[src/rtl/i2c_slave_pkg.sv]
// ----------------------------------------------------------------------------
// i2c_slave_pkg
// Shared types and constants for the I2C slave responder: the protocol FSM
// state encoding and the open-drain drive levels used on SDA.
// ----------------------------------------------------------------------------
`timescale 1ns/1ps
package i2c_slave_pkg;

  typedef enum logic [2:0] {
    IDLE,
    ADDR,
    ADDR_ACK,
    IGNORE,
    WR_DATA,
    WR_ACK,
    RD_DATA,
    RD_ACK
  } state_e;

  localparam logic I2C_RELEASE   = 1'b1;
  localparam logic I2C_DRIVE_LOW = 1'b0;
  localparam int   BITS_PER_BYTE = 8;

  // Bit counter value on the last bit of a byte.
  localparam logic [2:0] LAST_BIT = 3'(BITS_PER_BYTE - 1);

endpackage

[src/rtl/i2c_sync_edge.sv]
// ----------------------------------------------------------------------------
// i2c_sync_edge
// Two-flop synchronizer for an asynchronous bus line followed by a one-flop
// edge detector.
//   clk_i   : system clock
//   rst_i   : asynchronous active-high reset (all stages reset to 1 = idle bus)
//   d_i     : raw asynchronous input
//   level_o : synchronized level
//   rise_o  : one-cycle pulse on a 0->1 transition of the synchronized level
//   fall_o  : one-cycle pulse on a 1->0 transition of the synchronized level
// ----------------------------------------------------------------------------
`timescale 1ns/1ps
module i2c_sync_edge (
  input  logic clk_i,
  input  logic rst_i,
  input  logic d_i,
  output logic level_o,
  output logic rise_o,
  output logic fall_o
);

  logic meta_q, sync_q, prev_q;

  always_ff @(posedge clk_i or posedge rst_i) begin
    if (rst_i) begin
      meta_q <= 1'b1;
      sync_q <= 1'b1;
      prev_q <= 1'b1;
    end else begin
      meta_q <= d_i;
      sync_q <= meta_q;
      prev_q <= sync_q;
    end
  end

  assign level_o = sync_q;
  assign rise_o  = sync_q & ~prev_q;
  assign fall_o  = ~sync_q & prev_q;

endmodule

[src/rtl/i2c_slave_responder.sv]
// ----------------------------------------------------------------------------
// i2c_slave_responder
// I2C slave with a byte-addressed register file. The first byte of a write
// sets the register pointer; further written bytes are stored at the pointer
// with auto-increment. Reads return mem[ptr] with auto-increment until the
// master NACKs. The pointer wraps modulo DEPTH and survives STOP.
//   clk_i, rst_i       : system clock (>= 10x SCL), async active-high reset
//   scl_i, sda_i       : resolved bus values
//   scl_o              : always released (no clock stretching)
//   sda_o              : 0 = pull low, 1 = release
//   host_we_i/addr/wdata : host write port (wins over a same-address I2C write)
//   host_rdata_o       : mem[host_addr_i], registered
//   wr_evt_o/addr/data : one-cycle report of each I2C data byte written
//   busy_o             : addressed transaction in progress
// ----------------------------------------------------------------------------
`timescale 1ns/1ps
module i2c_slave_responder
  import i2c_slave_pkg::*;
#(
  parameter  logic [6:0] SLAVE_ADDR = 7'h22,
  parameter  int         DEPTH      = 16,
  localparam int         AW         = $clog2(DEPTH)
) (
  input  logic          clk_i,
  input  logic          rst_i,
  input  logic          scl_i,
  input  logic          sda_i,
  output logic          scl_o,
  output logic          sda_o,
  input  logic          host_we_i,
  input  logic [AW-1:0] host_addr_i,
  input  logic [7:0]    host_wdata_i,
  output logic [7:0]    host_rdata_o,
  output logic          wr_evt_o,
  output logic [AW-1:0] wr_addr_o,
  output logic [7:0]    wr_data_o,
  output logic          busy_o
);

  logic scl_lvl, scl_rise, scl_fall;
  logic sda_lvl, sda_rise, sda_fall;

  i2c_sync_edge u_scl_sync (
    .clk_i(clk_i), .rst_i(rst_i), .d_i(scl_i),
    .level_o(scl_lvl), .rise_o(scl_rise), .fall_o(scl_fall)
  );

  i2c_sync_edge u_sda_sync (
    .clk_i(clk_i), .rst_i(rst_i), .d_i(sda_i),
    .level_o(sda_lvl), .rise_o(sda_rise), .fall_o(sda_fall)
  );

  // SDA moving while SCL is high is always a bus condition, never data.
  logic start_cond, stop_cond;
  assign start_cond = sda_fall & scl_lvl;
  assign stop_cond  = sda_rise & scl_lvl;

  logic [7:0] mem [DEPTH];

  state_e        state_q,   state_d;
  logic [2:0]    bit_cnt_q, bit_cnt_d;
  logic [7:0]    shift_q,   shift_d;
  logic          rw_q,      rw_d;
  logic          first_q,   first_d;
  logic          phase_q,   phase_d;   // ack slot: low already driven / master ACK seen
  logic [AW-1:0] ptr_q,     ptr_d;
  logic          sda_q,     sda_d;
  logic          busy_q,    busy_d;
  logic          wr_evt_q,  wr_evt_d;
  logic [AW-1:0] wr_addr_q, wr_addr_d;
  logic [7:0]    wr_data_q, wr_data_d;
  logic [7:0]    host_rdata_q, host_rdata_d;

  logic [7:0] rx_byte, rd_word;
  assign rx_byte = {shift_q[6:0], sda_lvl};
  assign rd_word = mem[ptr_q];

  always_comb begin
    // NOTE: every always_comb output gets a default first so no path leaves
    // it unassigned; otherwise synthesis infers a latch.
    state_d      = state_q;
    bit_cnt_d    = bit_cnt_q;
    shift_d      = shift_q;
    rw_d         = rw_q;
    first_d      = first_q;
    phase_d      = phase_q;
    ptr_d        = ptr_q;
    sda_d        = sda_q;
    busy_d       = busy_q;
    wr_evt_d     = 1'b0;
    wr_addr_d    = wr_addr_q;
    wr_data_d    = wr_data_q;
    host_rdata_d = mem[host_addr_i];

    if (start_cond) begin
      state_d   = ADDR;
      bit_cnt_d = '0;
      sda_d     = I2C_RELEASE;
      busy_d    = 1'b0;
    end else if (stop_cond) begin
      state_d = IDLE;
      sda_d   = I2C_RELEASE;
      busy_d  = 1'b0;
    end else begin
      unique case (state_q)
        ADDR: if (scl_rise) begin
          shift_d   = rx_byte;
          bit_cnt_d = bit_cnt_q + 3'd1;
          if (bit_cnt_q == LAST_BIT) begin
            if (shift_q[6:0] == SLAVE_ADDR) begin
              rw_d    = sda_lvl;
              busy_d  = 1'b1;
              phase_d = 1'b0;
              state_d = ADDR_ACK;
            end else begin
              state_d = IGNORE;
            end
          end
        end
        ADDR_ACK: if (scl_fall) begin
          if (!phase_q) begin
            sda_d   = I2C_DRIVE_LOW;
            phase_d = 1'b1;
          end else if (rw_q) begin
            shift_d   = rd_word;
            sda_d     = rd_word[7];
            ptr_d     = ptr_q + 1'b1;
            bit_cnt_d = '0;
            state_d   = RD_DATA;
          end else begin
            sda_d     = I2C_RELEASE;
            first_d   = 1'b1;
            bit_cnt_d = '0;
            state_d   = WR_DATA;
          end
        end
        WR_DATA: if (scl_rise) begin
          shift_d   = rx_byte;
          bit_cnt_d = bit_cnt_q + 3'd1;
          if (bit_cnt_q == LAST_BIT) begin
            if (first_q) begin
              ptr_d   = rx_byte[AW-1:0];
              first_d = 1'b0;
            end else begin
              wr_evt_d  = 1'b1;
              wr_addr_d = ptr_q;
              wr_data_d = rx_byte;
              ptr_d     = ptr_q + 1'b1;
            end
            phase_d = 1'b0;
            state_d = WR_ACK;
          end
        end
        WR_ACK: if (scl_fall) begin
          if (!phase_q) begin
            sda_d   = I2C_DRIVE_LOW;
            phase_d = 1'b1;
          end else begin
            sda_d     = I2C_RELEASE;
            bit_cnt_d = '0;
            state_d   = WR_DATA;
          end
        end
        RD_DATA: if (scl_fall) begin
          if (bit_cnt_q == LAST_BIT) begin
            sda_d   = I2C_RELEASE;
            phase_d = 1'b0;
            state_d = RD_ACK;
          end else begin
            shift_d   = {shift_q[6:0], 1'b0};
            sda_d     = shift_q[6];
            bit_cnt_d = bit_cnt_q + 3'd1;
          end
        end
        RD_ACK: begin
          if (scl_rise) begin
            if (sda_lvl) begin
              busy_d  = 1'b0;
              state_d = IGNORE;
            end else begin
              phase_d = 1'b1;
            end
          end else if (scl_fall && phase_q) begin
            shift_d   = rd_word;
            sda_d     = rd_word[7];
            ptr_d     = ptr_q + 1'b1;
            bit_cnt_d = '0;
            state_d   = RD_DATA;
          end
        end
        default: ;  // IDLE, IGNORE: only START/STOP move us on
      endcase
    end
  end

  // NOTE: sequential state uses non-blocking assignments so every flop samples
  // pre-edge values; blocking here would create order-dependent races.
  always_ff @(posedge clk_i or posedge rst_i) begin
    if (rst_i) begin
      state_q      <= IDLE;
      bit_cnt_q    <= '0;
      shift_q      <= '0;
      rw_q         <= 1'b0;
      first_q      <= 1'b0;
      phase_q      <= 1'b0;
      ptr_q        <= '0;
      sda_q        <= I2C_RELEASE;
      busy_q       <= 1'b0;
      wr_evt_q     <= 1'b0;
      wr_addr_q    <= '0;
      wr_data_q    <= '0;
      host_rdata_q <= '0;
    end else begin
      state_q      <= state_d;
      bit_cnt_q    <= bit_cnt_d;
      shift_q      <= shift_d;
      rw_q         <= rw_d;
      first_q      <= first_d;
      phase_q      <= phase_d;
      ptr_q        <= ptr_d;
      sda_q        <= sda_d;
      busy_q       <= busy_d;
      wr_evt_q     <= wr_evt_d;
      wr_addr_q    <= wr_addr_d;
      wr_data_q    <= wr_data_d;
      host_rdata_q <= host_rdata_d;
    end
  end

  // NOTE: the register file has no reset so it maps onto plain RAM/flops
  // without a reset tree; its contents are defined only once written.
  // The I2C byte commits during its wr_evt_o cycle; the host write is issued
  // second so it wins a same-address collision.
  always_ff @(posedge clk_i) begin
    if (wr_evt_q)  mem[wr_addr_q]   <= wr_data_q;
    if (host_we_i) mem[host_addr_i] <= host_wdata_i;
  end

  assign scl_o        = I2C_RELEASE;
  assign sda_o        = sda_q;
  assign busy_o       = busy_q;
  assign wr_evt_o     = wr_evt_q;
  assign wr_addr_o    = wr_addr_q;
  assign wr_data_o    = wr_data_q;
  assign host_rdata_o = host_rdata_q;

endmodule

[config.mk]
export PLATFORM = sky130hd
export DESIGN_NAME = i2c_slave_responder
export DESIGN_NICKNAME = d
export VERILOG_FILES = /design/src/rtl/i2c_slave_pkg.sv /design/src/rtl/i2c_sync_edge.sv /design/src/rtl/i2c_slave_responder.sv
export SDC_FILE = /design/constraint.sdc
export NUM_CORES = 1
export LEC_CHECK = 0
export CAP_MARGIN = 10
export CORE_ASPECT_RATIO = 1.2
export CORE_MARGIN = 5
export CORE_UTILIZATION = 50
export CTS_CLUSTER_SIZE = 24
export DETAILED_ROUTE_END_ITERATION = 10
export GPL_ROUTABILITY_DRIVEN = 0
export GPL_TIMING_DRIVEN = 0
export PLACE_DENSITY = 0.68
export SKIP_CTS_REPAIR_TIMING = 1
export SLEW_MARGIN = 10
export SYNTH_ARGS = -nofsm -noshare
export SYNTH_HDL_FRONTEND = slang
export SYNTH_SLANG_ARGS = --single-unit
[constraint.sdc]
create_clock -name clk_i -period 5.8 [get_ports clk_i]
set_input_delay 1.74 -clock clk_i [delete_from_list [all_inputs] [get_ports clk_i]]
set_output_delay 1.74 -clock clk_i [all_outputs]
set_load 0.02 [all_outputs]
==> flow_summary.toml <==
[status]
status = "finished, final reports clean"

[synthesis]
synth_cell_types = 61
ys_seq_area_share_pct = 49.93
yosys_warnings = 0
postSynthAreaPerCell_um2 = 14.57
syn-num-nets = 718
synthArstFlopShare_pct = 27.68
synthCells = 698
netlist_area_um2 = 10170
ys_seq_elements = 177
synth_edf_count = 128
synth_top_flop_cell = "edfxtp_1"

[clocking]
clock_latency_ps = 430
clock_path_buffers = 2
cts_made_buffers = 17
cts_root_buf = "clkbuf_16"
cts_num_sinks = 177
clk_pin_slew_ps = 70
htree_levels = 4
cts_tree = "yes"

[final_layout]
fin_cells = 1039
area_delta_synth_final_pct = 12.69
seq_area_um2 = 5079
multi_input_area_um2 = 4753
drive_gt1_share_pct = 37.86
mostFrequentLayoutCells = "mux2_2, edfxtp_1, mux4_2"
final_common_cell = "mux2_2"
nFillCells = 1629
finalNetCount = 781
n_antenna_cell = 0
finish.instance_area_um2 = 11460

[drt]
drt-total-wl_um = 27840
ant_nets = 0
viasPerCell = 6.499
drt_iter0_drc = 709
drcViolationCount = 0
vias = 6752
dr.pass1.iters = 7
wl_per_cell_um = 26.79

[sta]
fin_hold_ws_ps = 358.8
tns_ps = 0
hold_viol_final = 0
min_period_ps = 4246
slew_headroom_pct = 26.33
finalMaxSlewViolations = 0
setup_ws_ps = 1554
clock_skew_ps = 12.90
rsz0062_at_grt = "false"
finalSetupViolations = 0
worst_pin_slew_ps = 1105
fmax_mhz = 235.5
min_period_over_period_pct = 73.21

[pwr]
p_leak_nw = 3.698
vdd_drop_max_v = 0.0001983
power.density_nw_per_um2 = 242.0

[place]
portBuffers = 38
placedInstanceArea_um2 = 10940
dp_hpwl_um = 20920
placed_cells = 1007
dp_slack_ps = 1151

[worst_setup_path]
end_kind = "flop"
cp_slowest_stage_delay_ps = 650
critPathSlowestCell = "buf_1"
arrival_ps = 4370
cp_num_buf_inv = 4
critPathTopFamily = "buffers and inverters"
crit_path_start_kind = "primary input"
worstPathCellList = "clkdlybuf4s50_1 -> buf_2 -> buf_1 -> nand3b_1 -> o21ai_1 -> buf_4"
cp.required_ps = 5930
critical_path_class = "primary input to flop"
path_max_fanout = 10

[global_route]
gr-usage-all-layers_pct = 24.44
grt.overflow.total = 0
grt_max_degree = 37
grt_first_pass_wirelength_um = 43690
grt_pass1_vias = 7199
antenna_found_initial = 0

[floorplanning]
core_area_um2 = 20110
fp.dieW_um = 140.2
die_h_um = 166.2
start_util_pct = 50.57
io_pins = 41
rows = 57
dieArea_um2 = 23310

[job]
cap_violations = 0

[min_path]
min-delay-path-class = "flop to flop"
## cell usage after synthesis, types with 4 or more instances
library cell / n / area (um2)
nand3_1: 9 / 45.04
a21oi_1: 19 / 95.09
inv_1: 10 / 37.54
o211ai_1: 4 / 30.03
mux2i_1: 14 / 140.1
o21ai_1: 4 / 20.02
a211oi_1: 19 / 142.6
a221oi_1: 4 / 35.03
dfrtp_1: 42 / 1051
edfxtp_1: 128 / 3844
mux2_2: 133 / 1498
buf_4: 5 / 37.54
o21ai_0: 16 / 80.08
mux4_2: 72 / 1622
nand2b_1: 8 / 50.05
nand2_1: 25 / 93.84
nor2_1: 23 / 86.33
dfstp_2: 7 / 183.9
buf_2: 19 / 95.09
a31oi_1: 4 / 25.02
mux2_4: 9 / 135.1
nor2b_1: 14 / 87.58
nand3b_1: 8 / 60.06
clkbuf_1: 30 / 112.6
o22ai_1: 12 / 75.07
buf_1: 4 / 15.01
## cell type report
class                           count  area share, %
Timing Repair Buffer               44          3.821
Sequential cell                   177          44.31
Inverter                           12         0.3930
Clock inverter                     12         0.7423
Buffer                             61          2.565
Tap cell                          265          2.893
Clock buffer                       20          3.810
Multi-Input combinational cell    448          41.47
## power by group
group	internal [mW]	switching, mW	total [mW]
combinational	0.116	0.154	0.270
sequential	1.40	0.0500	1.45
clock	0.549	0.502	1.05
## sequential cells by signal (all words and copies together) (netlist names), 3 cells and up
register      cells
wr_data_o         8
wr_addr_o         4
shift_q           7
ptr_q             4
bit_cnt_q         3
state_q           3
host_rdata_o      8
mem             128
## cells by family after synthesis
kind of cell	after synthesis	synth area share [%]
mux	228	33.37
flops	177	49.93
simple gates	109	5.807
compound gates	105	6.975
buf+inv	73	3.334
fa+ha+maj	3	0.3691
xor+xnor	2	0.1723
other cells	1	0.03687
## layer usage
metal / track usage (%) / up-vias / part of all wire [%]
met5: 0 / - / 0
met3: 4.263 / 69 / 6.3
met2: 43.38 / 336 / 54
li1: - / 2900 / -
met4: 8.007 / 0 / 2.7
met1: 30.19 / 3447 / 37
## path summary, 6_finish.rpt
check                             startpoint                  to  slack, ps  cells past startpoint
setup / recovery              host_addr_i[1]           mem[2][3]       1550                      6
hold / removal             u_sda_sync.meta_q  u_sda_sync.level_o        360                      0
setup reg to reg                bit_cnt_q[0]        wr_data_o[6]       3320                      8
hold reg to reg            u_sda_sync.meta_q  u_sda_sync.level_o        360                      0
max in group asynchronous              rst_i               sda_o       3640                      3
min in group asynchronous              rst_i     host_rdata_o[1]       1590                      2
## stage by stage
| step | power, mW | utilization, % |
|---|---|---|
| final | 2.774 | 56.99 |
| after floorplan | 1.647 | - |
| after detailed placement | 1.748 | 54.40 |
| after CTS | 2.782 | 56.99 |
| after global placement | 1.732 | 54.11 |
| after global routing | 2.865 | 56.99 |
## worst reg2reg max path, delay by kind of cell, from the launching register on
family / cells / cell delay, ps
buffers and inverters: 3 / 690
and+or+nand+nor: 2 / 670
DFF: 1 / 380
muxes: 1 / 320
adders and majority gates: 2 / 290
Power figures use the tool's default switching activity.
